### src/rtl/countdown_timer_pkg.sv
// Shared definitions for countdown_timer: FSM state encoding and default datapath width.
// Latency: n/a (types and constants only).
// Backpressure: n/a.
package countdown_timer_pkg;

   // 2-bit state encoding, fixed values so other blocks and debug tools can decode it
   typedef enum logic [1:0] {
      IDLE  = 2'd0,
      ARMED = 2'd1,
      RUN   = 2'd2,
      DONE  = 2'd3
   } state_t;

   localparam int DEFAULT_WIDTH = 16;

endpackage

### src/rtl/countdown_timer.sv
// Loadable countdown timer: load a terminal count, start, count down to zero, pulse done.
// Latency: done is high exactly N edges after the edge that samples start (N = loaded value).
// Backpressure: load_ready is high only in IDLE/ARMED; loads offered in RUN/DONE are not taken.
//
// Ports:
//   clk, rst              clock; synchronous active-high reset
//   load_valid/load_value load request and terminal count (unsigned)
//   load_ready            load accepted this cycle when load_valid is high
//   start, pause, abort   run control (start only in ARMED, pause only in RUN)
//   count                 remaining count
//   busy, done            high in RUN; one-cycle pulse in DONE
// Build option: define COUNTDOWN_TIMER_AUTORELOAD_EN to make DONE restart RUN from the
// last loaded value (period N+1); otherwise DONE always returns to IDLE.
module countdown_timer
   import countdown_timer_pkg::*;
#(
   parameter int WIDTH = DEFAULT_WIDTH
) (
   input  logic             clk,
   input  logic             rst,
   input  logic             load_valid,
   input  logic [WIDTH-1:0] load_value,
   output logic             load_ready,
   input  logic             start,
   input  logic             pause,
   input  logic             abort,
   output logic [WIDTH-1:0] count,
   output logic             busy,
   output logic             done
);

   state_t           state;
   state_t           state_nxt;
   logic [WIDTH-1:0] count_nxt;
`ifdef COUNTDOWN_TIMER_AUTORELOAD_EN
   logic [WIDTH-1:0] reload;
   logic [WIDTH-1:0] reload_nxt;
`endif

   always_comb begin
      state_nxt = state;
      count_nxt = count;
`ifdef COUNTDOWN_TIMER_AUTORELOAD_EN
      reload_nxt = reload;
`endif
      case (state)
         // start/pause/abort have no meaning before anything is loaded
         IDLE: begin
            if (load_valid) begin
               state_nxt = ARMED;
               count_nxt = load_value;
`ifdef COUNTDOWN_TIMER_AUTORELOAD_EN
               reload_nxt = load_value;
`endif
            end
         end
         // abort beats load, and load beats start
         ARMED: begin
            if (abort) begin
               state_nxt = IDLE;
               count_nxt = '0;
            end else if (load_valid) begin
               count_nxt = load_value;
`ifdef COUNTDOWN_TIMER_AUTORELOAD_EN
               reload_nxt = load_value;
`endif
            end else if (start) begin
               // a zero count has nothing to run, so it expires immediately
               state_nxt = (count != '0) ? RUN : DONE;
            end
         end
         // leaving on the 1->0 step means the decrement can never wrap
         RUN: begin
            if (abort) begin
               state_nxt = IDLE;
               count_nxt = '0;
            end else if (!pause) begin
               count_nxt = count - WIDTH'(1);
               if (count == WIDTH'(1)) begin
                  state_nxt = DONE;
               end
            end
         end
         // done is decoded from this state, so it always lasts exactly this one cycle
         DONE: begin
            state_nxt = IDLE;
            count_nxt = '0;
`ifdef COUNTDOWN_TIMER_AUTORELOAD_EN
            if (!abort && (reload != '0)) begin
               state_nxt = RUN;
               count_nxt = reload;
            end
`endif
         end
      endcase
   end

   always_ff @(posedge clk) begin
      if (rst) begin
         state <= IDLE;
         count <= '0;
`ifdef COUNTDOWN_TIMER_AUTORELOAD_EN
         reload <= '0;
`endif
      end else begin
         state <= state_nxt;
         count <= count_nxt;
`ifdef COUNTDOWN_TIMER_AUTORELOAD_EN
         reload <= reload_nxt;
`endif
      end
   end

   assign load_ready = (state == IDLE) || (state == ARMED);
   assign busy       = (state == RUN);
   assign done       = (state == DONE);

endmodule

### config.mk
export PLATFORM = sky130hd
export DESIGN_NAME = countdown_timer
export DESIGN_NICKNAME = d
export VERILOG_FILES = /design/src/rtl/countdown_timer_pkg.sv /design/src/rtl/countdown_timer.sv
export SDC_FILE = /design/constraint.sdc
export NUM_CORES = 1
export LEC_CHECK = 0
export BUFFER_PORTS_ARGS = -buffer_cell sky130_fd_sc_hd__buf_2
export CAP_MARGIN = 40
export CORE_UTILIZATION = 44
export DETAILED_ROUTE_END_ITERATION = 10
export GPL_TIMING_DRIVEN = 0
export PLACE_DENSITY = 0.7
export SETUP_SLACK_MARGIN = 0.15
export SKIP_CTS_REPAIR_TIMING = 1
export SYNTH_ARGS = -nofsm -noshare
export SYNTH_HDL_FRONTEND = slang
export SYNTH_SLANG_ARGS = --single-unit
### constraint.sdc
create_clock -name clk -period 2.3 [get_ports clk]
set_input_delay 0.115 -clock clk [delete_from_list [all_inputs] [get_ports clk]]
set_output_delay 0.115 -clock clk [all_outputs]
set_load 0.01 [all_outputs]
After elaboration in Yosys (flattened, before gate mapping)
Index checks and enable logic that the tools add are counted.

Output and inout port bits: 19. Input port bits: 22. Bits in registers: 18.

Equality and inequality tests: 9. Multiplexer cells: 14. Reduce and logical (&&, ||, !) cells: 4. Add/subtract/negate cells: 1.

Operator list (count): 16-bit 2-to-1 mux (4); 16-bit one-hot mux with 4 select lines (1); 16-bit by 1-bit == test with 1-bit output (second input constant) (1); 16-bit nonzero test (1); 16-bit by 1-bit subtractor with 16-bit output (second input constant) (1); 2-bit 2-to-1 mux (7); 3-bit != test (second input constant) (3); 2-bit one-hot mux with 4 select lines (1); 5-bit AND reduction (1); 2-bit == test (second input constant) (2); 3-bit by 2-bit != test with 1-bit output (second input constant) (1); 2-bit by 1-bit == test with 1-bit output (second input constant) (1); 2-bit zero test (1); 2-bit != test (second input constant) (1); 1-bit logical OR (1); 1-bit 2-to-1 mux (1).

Depth between registers and ports, before layout
Word-level depth: 6. Mapped depth: 7.

Least setup slack after synthesis
Ideal clock, no wire load.

Kind: register to register. From: register count[0]. To: register count[12]. Stages on the path, launching flop included: 8. Required time: 2186 ps. Setup time: 114 ps. Arrival time: 1774 ps. Slack: 413 ps. Path through: dfxtp_1 > inv_1 > ha_1 > or3b_2 > nor3_2 > and3_2 > o32a_1 > nor3_2.

Longest elaborated chain between the ends: 4.

RTL lines: start: declaration (RTL line countdown_timer.sv:27) `output logic [WIDTH-1:0] count,`; start signal: assignment (RTL line countdown_timer.sv:107) `count <= count_nxt;`; 16-bit by 1-bit subtractor with 16-bit output (RTL line countdown_timer.sv:78) `count_nxt = count - WIDTH'(1);`; 16-bit 2-to-1 mux (RTL line countdown_timer.sv:77) `end else if (!pause) begin`; 16-bit 2-to-1 mux (RTL line countdown_timer.sv:74) `if (abort) begin`; 16-bit one-hot mux with 4 select lines (RTL line countdown_timer.sv:46) `case (state)`.

Every way passes these cells. The select of a mux whose other input is x is not followed. A chain may end at the register's enable or synchronous reset.

Worst setup path in the final report
From: register count[8]. To: register count[15].

The elaborated chain is that of the path after synthesis.

==> results.sh <==
export IMPL_status="finished clean"
export IMPL_synthesis_area_um2=1400
export IMPL_clk_path_buf_depth=2
export IMPL_num_vias=1509
export IMPL_die_w_um=58.4
export IMPL_cts_sinks=18
export IMPL_dieArea_um2=3410
export IMPL_max_freq_mhz=513
export IMPL_io_buffers=39
export IMPL_crit_chain="or4_1 -> nor4_1 -> a21oi_1 -> o21ai_0 -> nand3_1"
export IMPL_synth_fp_nets=205
export IMPL_cts_buffers=3
export IMPL_yosysWarningCount=0
export IMPL_final_seq_area_um2=360
export IMPL_power_frac_seq=0.429
export IMPL_synth_seq_cells=18
export IMPL_worst_pin_slew_ns=0.824
export IMPL_intPower_mw=0.539
export IMPL_place_gp_congestion=0.831
export IMPL_dr_pass1_iters=4
export IMPL_place_area_um2=1650
export IMPL_reg2regPathDepth=5
export IMPL_fin_nets=249
export IMPL_setup_violations=0
export IMPL_synth_edff_count=0
export IMPL_syn_inst=181
export IMPL_crit_path_end_kind="flop"
export IMPL_root_buffer="clkbuf_4"
export IMPL_cp_start_kind="flop"
export IMPL_comb_power_share=0.380
export IMPL_core_area_um2=3030
export IMPL_synth_cell_types=47
export IMPL_fin_crit_ns=1.95
export IMPL_yosysTopAreaCell="dfxtp_1"
export IMPL_grt_pass1_vias=1253
export IMPL_grt_pass1_wl_um=5840
export IMPL_multi_input_area_um2=932
export IMPL_cpPeakStageDelay_ns=0.57
export IMPL_critPathKind="flop to flop"
export IMPL_yosysMostFrequentCell="nor2_1"
export IMPL_area_growth_pct=20.5
export IMPL_p_sw_frac=0.363
export IMPL_viasPerCell=5.65
export IMPL_path_clk_slew_ns=0.11
export IMPL_p_leak_nw=0.769
export IMPL_dp_hpwl_um=2640
export IMPL_yosys_top_cells_area="dfxtp_1 (26%), mux2i_1 (7.9%), nor2_1 (7.5%)"
export IMPL_maxCapViolCount=0
export IMPL_clock_power_share=0.191
export IMPL_rsz0062_at_grt="no"
export IMPL_fin_crit_sh=0.847
export IMPL_power_switching_mw=0.307
export IMPL_io_pins=41
export IMPL_post_drt_wl_per_cell_um=13.9
export IMPL_grt_max_degree=11
export IMPL_drv_slew=0
export IMPL_synthFlopType="dfxtp_1"
export IMPL_cts_htree_levels=1
export IMPL_final_area_um2=1690
export IMPL_drt_iter0_drc=76
export IMPL_yosysSeqAreaShare=0.258
export IMPL_worstHoldPathCells=3
export IMPL_finalSetupTns_ns=0
export IMPL_finClkSkew_ns=0.00595
export IMPL_instances_no_fill=267
export IMPL_grt_overflow_total=0
export IMPL_crit_slowest_cell="or4_1"
export IMPL_track_usage=0.221
export IMPL_die_height_um=58.4
export IMPL_n_antenna_cell=0
export IMPL_hp_class="input port to flop"
export IMPL_powerDensity_nw_per_um2=502
export IMPL_num_rows=20
export IMPL_cts_tree="yes"
export IMPL_drt_total_wl_um=3710
export IMPL_synth_common_cells="nor2_1 (28), dfxtp_1 (18), a21oi_1 (17)"
export IMPL_cp_arrival_ns=2.14
export IMPL_drive_gt1_frac=0.274
export IMPL_postRouteAntennaNets=0
export IMPL_place_inst=264
export IMPL_worstPathMaxFanout=8
export IMPL_insertion_delay_ns=0.29
export IMPL_ir_worst_vdd_mv=0.297
export IMPL_antenna_found_initial=0
export IMPL_synth_avg_cell_area_um2=7.73
export IMPL_drc_errors=0
export IMPL_hold_violations=0
export IMPL_cp_required_ns=2.49
export IMPL_fillerInstances=311
export IMPL_yosysTopAreaCellShare=0.258
export IMPL_start_util=0.462
export IMPL_slew_headroom=0.450
export IMPL_synthArstFlopShare=0
## cells by family (layout without fill, tap and decap cells)
group	Yosys count	after routing	synth area share
buffers and inverters	17	59	0.0859
DFF	18	18	0.258
AOI/OAI and AO/OA	52	52	0.229
adders and majority gates	2	2	0.0179
muxes	11	11	0.0787
and+or+nand+nor	80	80	0.325
xor gates and xnor gates	1	1	0.00626
## stage by stage
stage | power [mW] | hold slack (ns) | setup WS, ns | utilization
2_1_floorplan | 0.597 | 0.194 | 0.413 | -
3_3_place_gp | 0.680 | 0.346 | 0.110 | 0.545
3_5_place_dp | 0.681 | 0.348 | 0.133 | 0.545
4_1_cts | 0.846 | 0.0301 | 0.130 | 0.552
5_1_grt | 0.899 | 0.0609 | 0.217 | 0.557
6_report | 0.846 | 0.0365 | 0.352 | 0.557
## layer usage
layer / wire (um) / up-vias / GRT usage / part of all wire
met3: 135 / 2 / 0.0418 / 0.036
met2: 1750 / 45 / 0.369 / 0.47
met5: 0 / - / 0 / 0
met4: 20 / 0 / 0.0374 / 0.0054
met1: 1800 / 708 / 0.302 / 0.49
li1: - / 754 / - / -
## cell type report
type / instances / share of cell area
repair buffers: 39 / 0.116
well taps: 44 / 0.0327
multi-input cells: 146 / 0.553
plain buffers: 11 / 0.0579
inverters: 6 / 0.0134
flip-flops and latches: 18 / 0.214
clock buffers: 3 / 0.0134
## layout by cell type (no fill, tap or decap), types with 4 or more instances in the layout
cell      netlist  layout
o21ai_0        15      15
dfxtp_1        18      18
mux2i_1        11      11
a21oi_1        17      17
nor3_1          8       8
clkbuf_1        4       4
inv_1           6       6
buf_2           0      39
nand3_1        12      12
nand2_1         5       5
nor2_1         28      28
## worst paths after layout
kind                                             start                     end  slack (ns)
worst max register to register   count[8]$_SDFFE_PP0P_  count[15]$_SDFFE_PP0P_        0.35
worst max-delay path             count[8]$_SDFFE_PP0P_  count[15]$_SDFFE_PP0P_        0.35
worst min register to register  count[10]$_SDFFE_PP0P_  count[10]$_SDFFE_PP0P_        0.54
worst min-delay path                    load_value[13]  count[13]$_SDFFE_PP0P_        0.04
## power groups by stage
stage / sequential, mW / combinational [mW] / clock, mW
2_1_floorplan: 0.372 / 0.225 / 0
3_3_place_gp: 0.368 / 0.312 / 0
3_5_place_dp: 0.369 / 0.313 / 0
4_1_cts: 0.362 / 0.314 / 0.171
5_1_grt: 0.366 / 0.355 / 0.177
6_report: 0.363 / 0.321 / 0.162
## critical path, delay by kind of cell, from the launching register on
| kind | cells | cell delay [ns] |
|---|---|---|
| AND/OR/NAND/NOR | 3 | 1.16 |
| AO/OA/AOI/OAI | 2 | 0.30 |
| flip-flops | 1 | 0.39 |
## sequential cells by signal (all words and copies together) (netlist names)
signal  count
state       2
count      16
Note: power is estimated with default switching activity, not from simulation.
